==> src/rtl/saph_pkg.sv <==
// Shared definitions for the handshaked pipeline register (saph_plr_hs).
//   skid_state_e  : fill state of one 2-entry skid stage
//   saph_clog2p1  : number of bits needed to hold any value in 0..n (minimum 1)
package saph_pkg;

    typedef enum logic [1:0] {
        SKID_EMPTY = 2'b00,
        SKID_HALF  = 2'b01,
        SKID_FULL  = 2'b11
    } skid_state_e;

    function automatic int saph_clog2p1(input int n);
        int bits;
        bits = 1;
        while ((1 << bits) <= n) begin
            bits++;
        end
        return bits;
    endfunction

endpackage

==> src/rtl/saph_skid.sv <==
// One 2-entry skid-buffer stage: main register feeds downstream, skid register
// absorbs the item that arrives in the cycle the downstream stalls.
// Both handshake outputs are decoded straight from the state register, so
// there is no combinational path from dn_ready_i to up_ready_o.
//
// Ports:
//   clk, rst                        clock, async active-high reset
//   up_valid_i/up_ready_o/up_data_i upstream side
//   dn_valid_o/dn_ready_i/dn_data_o downstream side
//
// state      | meaning
// -----------+------------------------------------------------
// SKID_EMPTY | main and skid empty
// SKID_HALF  | main holds an item, skid empty
// SKID_FULL  | main and skid both hold an item, upstream stalled
module saph_skid
    import saph_pkg::*;
#(
    parameter int width = 1
) (
    input  logic             clk,
    input  logic             rst,
    input  logic             up_valid_i,
    output logic             up_ready_o,
    input  logic [width-1:0] up_data_i,
    output logic             dn_valid_o,
    input  logic             dn_ready_i,
    output logic [width-1:0] dn_data_o
);

    skid_state_e      state_q, state_d;
    logic [width-1:0] m_q, m_d;
    logic [width-1:0] s_q, s_d;

    always_ff @(posedge clk or posedge rst) begin
        if (rst) begin
            state_q <= SKID_EMPTY;
            m_q     <= '0;
            s_q     <= '0;
        end else begin
            state_q <= state_d;
            m_q     <= m_d;
            s_q     <= s_d;
        end
    end

    always_comb begin
        state_d = state_q;
        m_d     = m_q;
        s_d     = s_q;
        case (state_q)
            SKID_EMPTY: begin
                if (up_valid_i) begin
                    m_d     = up_data_i;
                    state_d = SKID_HALF;
                end
            end
            SKID_HALF: begin
                case ({dn_ready_i, up_valid_i})
                    2'b11: m_d = up_data_i;
                    2'b10: state_d = SKID_EMPTY;
                    2'b01: begin
                        s_d     = up_data_i;
                        state_d = SKID_FULL;
                    end
                    default: ;
                endcase
            end
            SKID_FULL: begin
                // Upstream is not ready here, so only a drain from skid to main is possible.
                if (dn_ready_i) begin
                    m_d     = s_q;
                    state_d = SKID_HALF;
                end
            end
            default: state_d = SKID_EMPTY;
        endcase
    end

    assign up_ready_o = (state_q != SKID_FULL);
    assign dn_valid_o = (state_q != SKID_EMPTY);
    assign dn_data_o  = m_q;

endmodule

==> src/rtl/saph_plr_hs.sv <==
// Handshaked pipeline register: `latency` chained skid stages, each registering
// both data (forward) and ready (backward). latency=0 is a pure pass-through.
//
// Ports:
//   clk, rst                        clock, async active-high reset
//   in_valid/in_ready/in_data       upstream side
//   out_valid/out_ready/out_data    downstream side
//   occupancy                       items in flight (only with SAPH_PLR_HS_OCC_EN)
//
// Optional feature macro: SAPH_PLR_HS_OCC_EN adds the occupancy counter and port.
module saph_plr_hs
    import saph_pkg::*;
#(
    parameter int width   = 1,
    parameter int latency = 1,
    localparam int OCC_W  = saph_clog2p1(2 * latency)
) (
    input  logic             clk,
    input  logic             rst,
    input  logic             in_valid,
    output logic             in_ready,
    input  logic [width-1:0] in_data,
    output logic             out_valid,
    input  logic             out_ready,
`ifdef SAPH_PLR_HS_OCC_EN
    output logic [OCC_W-1:0] occupancy,
`endif
    output logic [width-1:0] out_data
);

    generate
        if (latency == 0) begin : g_pass
            assign in_ready  = out_ready;
            assign out_valid = in_valid;
            assign out_data  = in_data;
`ifdef SAPH_PLR_HS_OCC_EN
            assign occupancy = '0;
`endif
        end else begin : g_pipe
            // Index k is the link feeding stage k; index latency is the output link.
            logic [latency:0] vld;
            logic [latency:0] rdy;
            logic [width-1:0] dat [latency+1];

            assign vld[0]       = in_valid;
            assign dat[0]       = in_data;
            assign in_ready     = rdy[0];
            assign rdy[latency] = out_ready;
            assign out_valid    = vld[latency];
            assign out_data     = dat[latency];

            for (genvar k = 0; k < latency; k++) begin : g_stage
                saph_skid #(
                    .width(width)
                ) u_stage (
                    .clk       (clk),
                    .rst       (rst),
                    .up_valid_i(vld[k]),
                    .up_ready_o(rdy[k]),
                    .up_data_i (dat[k]),
                    .dn_valid_o(vld[k+1]),
                    .dn_ready_i(rdy[k+1]),
                    .dn_data_o (dat[k+1])
                );
            end

`ifdef SAPH_PLR_HS_OCC_EN
            localparam logic [OCC_W-1:0] OCC_MAX = OCC_W'(2 * latency);

            logic             in_xfer;
            logic             out_xfer;
            logic [OCC_W-1:0] occ_q, occ_d;

            assign in_xfer  = in_valid & rdy[0];
            assign out_xfer = vld[latency] & out_ready;

            always_comb begin
                occ_d = occ_q;
                if (in_xfer && !out_xfer && occ_q != OCC_MAX) begin
                    occ_d = occ_q + 1'b1;
                end else if (out_xfer && !in_xfer && occ_q != '0) begin
                    occ_d = occ_q - 1'b1;
                end
            end

            always_ff @(posedge clk or posedge rst) begin
                if (rst) begin
                    occ_q <= '0;
                end else begin
                    occ_q <= occ_d;
                    // The skid structure makes these unreachable; firing means the
                    // counter and the stages disagree about what is in flight.
                    assert (!(in_xfer && !out_xfer && occ_q == OCC_MAX))
                        else $error("saph_plr_hs: occupancy overflow attempted");
                    assert (!(out_xfer && !in_xfer && occ_q == '0))
                        else $error("saph_plr_hs: occupancy underflow attempted");
                end
            end

            assign occupancy = occ_q;
`endif
        end
    endgenerate

endmodule

==> config.mk <==
export PLATFORM = sky130hd
export DESIGN_NAME = saph_plr_hs
export DESIGN_NICKNAME = d
export VERILOG_FILES = /design/src/rtl/saph_pkg.sv /design/src/rtl/saph_skid.sv /design/src/rtl/saph_plr_hs.sv
export SDC_FILE = /design/constraint.sdc
export NUM_CORES = 1
export LEC_CHECK = 0
export BUFFER_PORTS_ARGS = -buffer_cell sky130_fd_sc_hd__clkbuf_2
export CORE_AREA = 2 2 39 41
export CTS_BUF_LIST = sky130_fd_sc_hd__clkbuf_8
export DETAILED_ROUTE_END_ITERATION = 6
export DIE_AREA = 0 0 41 43
export PLACE_DENSITY = 0.37
export SLEW_MARGIN = 10
export SYNTH_ARGS = -nofsm -noshare
export SYNTH_HDL_FRONTEND = slang
export SYNTH_SLANG_ARGS = --single-unit
==> constraint.sdc <==
create_clock -name clk -period 4.1 [get_ports clk]
set_input_delay 1.23 -clock clk [delete_from_list [all_inputs] [get_ports clk]]
set_output_delay 1.23 -clock clk [all_outputs]
set_load 0.02 [all_outputs]
==> metrics.txt, run 1 <==
Avg WL per Cell 9.71 microns; layout net count 55; Post-CTS Setup Repair Bufs 0; Peak VDD IR 0.272 mV; DRC violations left 0; Synth Register Bits 4; period utilisation layout 57.9%; DP Wirelength about 460 microns; clock skew 0.00211 ns; DRT antenna net count 0; # IOs 8; status complete, no violations; worst slew pin tran 0.276 ns; Finished Layout Cells 59; initial antenna violation count 0; Cell Rows 14; Area Overhead vs Synth 31.7%; CTS max path bufs 2; static leakage 0.000213 uW; Core Region 1380 sq um; sequential share of the synthesized area between 30 and 40%; # placed instances 56; largest net degree at the start of global routing 7; IO Port Bufs 7; H-tree depth 1; Iter 0 DRT Violations 1; DR WL met2 296 microns; vias post-DR 257; Hold-fix buffers, CTS 0; Worst Hold Class reg -> reg; Max Clk Rate about 0.42 GHz; CTS tree yes; Pwr per Cell Area 715 nW/um^2; GPL Wtd Cong between 0.6 and 0.7; CTS Buf Count 3; drt first pass iters 2; total track usage just under 9%; cts repair resizes 0; final hold vios 0; clk sink count 4; highest metal used met3; Worst-Skew Late Latency between 0.2 and 0.25 ns; chip height around 43 microns; Crit Path Class reg -> out; setup TNS 0 ns; Slew headroom 81.4%; Startpoint Class flip-flop; Final min period 2.38 ns; Ys Warns 0; wire length on met3 about 24 microns; Worst EP arrival about 1.2 ns; via density per instance between 4 and 5; final wirelength between 500 and 600 microns; clock-pin transition on the worst setup and hold timing paths 0.03 ns; CP Data Required Time 2.87 ns; RSZ-0062 raised after global routing no; Horiz. Die Dim 41 microns; Root Driver clkbuf_8; die area ~1800 sq um; filler cell count 160; Synth Net Count 43; vias in the first global route 255; Initial Util 22.0%; Final Max Slew Viols 0; Synth Area per Inst 9.21 sq um; layout cell share with drive strength beyond 1 a little under a third; global route total overflow 0; Max-Cap Viols 0; global-route wire length before repair roughly 1000 microns; Yosys cell types 16; Mapped Area around 300 sq um; M1 wire length 252 microns; multi-input logic area approximately 170 sq um; register area 100 sq um; Syn Inst Count 33; Final setup viols 0; endpoint type of the worst setup path output port; crit path max fanout 5; Antenna Diode Count 0
[synth_stat cells]
library cell / instances / area share (%)
a211o_1: 1 / 2.9
a21boi_0: 1 / 2.5
a21oi_1: 2 / 3.3
a22o_1: 1 / 2.9
a31oi_1: 1 / 2.1
and3_2: 1 / 2.5
dfrtp_1: 4 / 33
ha_1: 5 / 21
inv_1: 8 / 9.9
inv_2: 1 / 1.2
mux2_2: 1 / 3.7
mux2i_1: 1 / 3.3
nor2b_1: 1 / 2.1
o21ai_0: 3 / 4.9
o2bb2ai_1: 1 / 2.9
o31ai_1: 1 / 2.5
[through the flow]
step	power, uW	cell area [sq um]	setup slack [ns]	hold WS, ns	utilization [%]
3_5_place_dp	206	359	1.93	0.504	25.9
5_1_grt	312	400	1.62	0.534	28.9
4_1_cts	291	400	1.70	0.511	28.9
6_report	286	400	1.72	0.505	28.9
2_1_floorplan	171	304	2.06	0.480	-
3_3_place_gp	206	359	1.95	0.496	25.9
[placed cells by master (no fill, tap or decap), types with 2 or more instances in the layout]
cell      n
clkbuf_2  7
inv_1     8
ha_1      5
o21ai_0   3
clkbuf_8  3
dfrtp_1   4
a21oi_1   2
[final cells by class]
| cell class | count | share of cell area (%) |
|---|---|---|
| clock buffers | 3 | 10.3 |
| flip-flops and latches | 4 | 25.0 |
| inverters | 9 | 8.44 |
| multi-input cells | 20 | 42.5 |
| repair buffers | 7 | 8.75 |
| well taps | 16 | 5.00 |
[layer usage]
layer,track usage [%],vias up
met1,10.1,121
met3,3.14,0
met4,6.00,0
met2,13.1,5
met5,0,-
li1,-,131
[sequential cells by signal, summed over array words and instances, names as in the netlist]
| register | cells |
|---|---|
| g_pipe.g_stage.u_stage.dn_data_o | 1 |
| g_pipe.g_stage.u_stage.s_q | 1 |
| g_pipe.g_stage.u_stage.state_q | 2 |
[final timing paths]
path	from	end	slack [ns]	cells past startpoint
max in group asynchronous	rst	g_pipe.g_stage[0].u_stage.state_q[1]	3.07	2
worst max register to register	g_pipe.g_stage[0].u_stage.state_q[0]	g_pipe.g_stage[0].u_stage.dn_data_o	2.59	5
min in group asynchronous	rst	g_pipe.g_stage[0].u_stage.s_q	0.87	2
worst min register to register	g_pipe.g_stage[0].u_stage.s_q	g_pipe.g_stage[0].u_stage.s_q	0.51	1
worst min-delay path	g_pipe.g_stage[0].u_stage.s_q	g_pipe.g_stage[0].u_stage.s_q	0.51	1
worst max-delay path	g_pipe.g_stage[0].u_stage.state_q[0]	out_valid	1.72	4
[cell families after synthesis]
group / count (synthesis) / synth area share (%)
adder cells (fa/ha/maj): 5 / 20.6
flip-flops: 4 / 32.9
multiplexers: 2 / 7.00
AO/OA/AOI/OAI: 11 / 23.9
AND/OR/NAND/NOR: 2 / 4.53
buffers and inverters: 9 / 11.1
[critical path, cell delays in order, from the launching register on]
cell and delay [ns]:
dfrtp_1 0.41, inv_1 0.08, ha_1 0.23, inv_1 0.06, clkbuf_2 0.15
[power by group]
group	switching (uW)	internal, uW	total (uW)
Clock	17.8	62.4	80.2
Sequential	16.8	58.5	75.3
Combinational	75.1	55.6	131
Note: power is estimated with default switching activity, not from simulation.
==> run 2: changes to the inputs <==
ABC_AREA = 1   (was unset)
PLACE_DENSITY = 0.38   (was 0.37)
clock period = 2.3 ns   (was 4.1 ns; I/O delays follow)
==> run 2 against run 1 <==
Compared with the run above:
- critical path depth did not move
- worst hold slack got worse by 0.17 ns
- register-to-register slack got worse by 1.5 ns
- sequential power rose by 78%
- first-iteration DRC count rose by 100%
- total power rose by 83%
- highest routed layer unchanged
- utilization rose by 1.1 points
==> metrics.txt, run 2 <==
status complete, no violations; Iter 0 DRT Violations 2; Cell Rows 14; Synth Register Bits 4; Yosys cell types 12; H-tree depth 1; Antenna Diode Count 0; Final Max Slew Viols 0; most frequent cells in the layout nand2_1, inv_1, clkbuf_2, ha_1; CTS Buf Count 3; most frequent cell after synthesis nand2_1; Synth Net Count 55; Peak VDD IR 0.395 mV; final hold vios 0; Hold WS 0.332 ns; area share of the largest cell type after synthesis a little under a third; ys flop type dfrtp_1; clk sink count 4; P_int between 300 and 400 uW; DRC violations left 0; Slew headroom ~86%; commonest cells in the netlist nand2_1, inv_1, ha_1, dfrtp_1, nand3_1; Final setup viols 0; GPL Wtd Cong 0.609; Core Region roughly 1400 sq um; setup TNS 0 ns; Synth Area per Inst between 7 and 8 sq um; Worst EP arrival 1.11 ns; filler cell count 159; Finished Cell Area around 420 sq um; Seq pwr share 25.7%; multi-input logic area 184 sq um; Crit Path Class reg -> out; # IOs 8; crit path max fanout 5; drt first pass iters 3; Pwr per Cell Area 1260 nW/um^2; DP Wirelength 487 microns; switching share of total power approximately 41%; Worst Hold Class in -> async; Clock Power Share between 20% and 30%; chip height approximately 43 microns; Worst-Skew Late Latency approximately 0.21 ns; Avg WL per Cell roughly 7.7 microns; Syn Inst Count between 40 and 50; Final min period about 1.8 ns; register area around 100 sq um; via density per instance ~3.7; Hold-fix buffers, CTS 0; Initial Util 23.1%; top cells by area, synth dfrtp_1, ha_1, nand2_1, inv_1, nand3_1; fraction of registers with async set/reset 100%; Max-Cap Viols 0; clock skew between 0.0007 and 0.0008 ns; global-route wire length before repair 883 microns; cts repair resizes 0; total track usage under 10%; period utilisation layout 78.2%; Largest Register g_pipe.g_stage.u_stage.state_q; layout net count 67; max reg flops 2; die area 1760 sq um; DRT antenna net count 0; static leakage 0.000244 uW; endpoint type of the worst setup path output port; commonest non-fill, non-tap cell in the layout nand2_1; worst slew pin tran 0.203 ns; global route total overflow 0; RSZ-0062 raised after global routing no; vias post-DR 265; Startpoint Class flip-flop; final wirelength about 550 microns; sequential share of the synthesized area 31.4%; Max Clk Rate 0.556 GHz; switching power 215 uW; IO Port Bufs 7; Area Overhead vs Synth 30.2%; Post-DP Area 374 sq um; initial antenna violation count 0; largest net degree at the start of global routing 6; Post-synth EDFFs 0; layout cell share with drive strength beyond 1 27.3%; combinational share of power between 40% and 50%; Ys Warns 0; Mapped Area ~320 sq um; CTS max path bufs 2; vias in the first global route about 240; Root Driver clkbuf_8; clock-pin transition on the worst setup and hold timing paths ~0.03 ns; Post-CTS Setup Repair Bufs 0; Horiz. Die Dim 41 microns; CTS tree yes; Synth area leader dfrtp_1; CP Data Required Time roughly 1.6 ns
run 2: cell types whose count changed after synthesis, moves of 2 or more:
cell and delta:
nand2_2 +2, nand2_1 +15, nor2_1 +2, nand3_1 +4
run 2: layout make-up:
cell class,count,area share (%)
tap,16,4.82
inverter,9,8.43
multi-input combinational,32,44.3
clock buffer,3,9.94
timing repair buffer,7,8.43
sequential,4,24.1
run 2: power groups by stage:
| stage | logic (uW) | clock network, uW | registers (uW) |
|---|---|---|---|
| after floorplan | 182 | 0 | 140 |
| after global placement | 258 | 0 | 135 |
| after detailed placement | 254 | 0 | 136 |
| after CTS | 255 | 146 | 135 |
| after global routing | 288 | 152 | 138 |
| final | 247 | 142 | 134 |
run 2: metal layers:
layer,GRT usage (%),up-vias,wire length (microns)
met4,8.00,0,0
met3,1.57,0,22
met2,10.6,4,255
met5,0,-,0
li1,-,156,-
met1,9.48,105,272
run 2: critical path: stages, from the launching register on:
cell and delay [ns]:
dfrtp_1 0.41, inv_1 0.08, ha_1 0.21, inv_1 0.05, clkbuf_2 0.15
run 2: final timing paths:
| path | endpoint | start | cells after the start | slack [ns] |
|---|---|---|---|---|
| worst max register to register | g_pipe.g_stage[0].u_stage.dn_data_o | g_pipe.g_stage[0].u_stage.state_q[1] | 6 | 1.08 |
| worst max-delay path | out_valid | g_pipe.g_stage[0].u_stage.state_q[0] | 4 | 0.50 |
| max in group asynchronous | g_pipe.g_stage[0].u_stage.state_q[0] | rst | 2 | 1.82 |
| min in group clk | g_pipe.g_stage[0].u_stage.dn_data_o | g_pipe.g_stage[0].u_stage.dn_data_o | 2 | 0.47 |
| worst min register to register | g_pipe.g_stage[0].u_stage.dn_data_o | g_pipe.g_stage[0].u_stage.dn_data_o | 2 | 0.47 |
| worst min-delay path | g_pipe.g_stage[0].u_stage.dn_data_o | rst | 2 | 0.33 |
run 2: metrics by stage:
stage          power [uW]  util (%)  worst slack [ns]  std cells
5_1_grt               578      30.0             0.431         71
3_5_place_dp          390      27.0             0.709         68
6_report              523      30.0             0.502         71
3_3_place_gp          393      27.0             0.720         68
4_1_cts               535      30.0             0.484         71
2_1_floorplan         322         -             0.816         45
run 2: cells by family (layout without fill, tap and decap cells):
logic type | count (synthesis) | count (layout) | synth area share, %
AO/OA/AOI/OAI | 3 | 3 | 4.70
adder cells (fa/ha/maj) | 5 | 5 | 19.6
AND/OR/NAND/NOR | 24 | 24 | 33.3
flip-flops | 4 | 4 | 31.4
buffers and inverters | 9 | 19 | 11.0
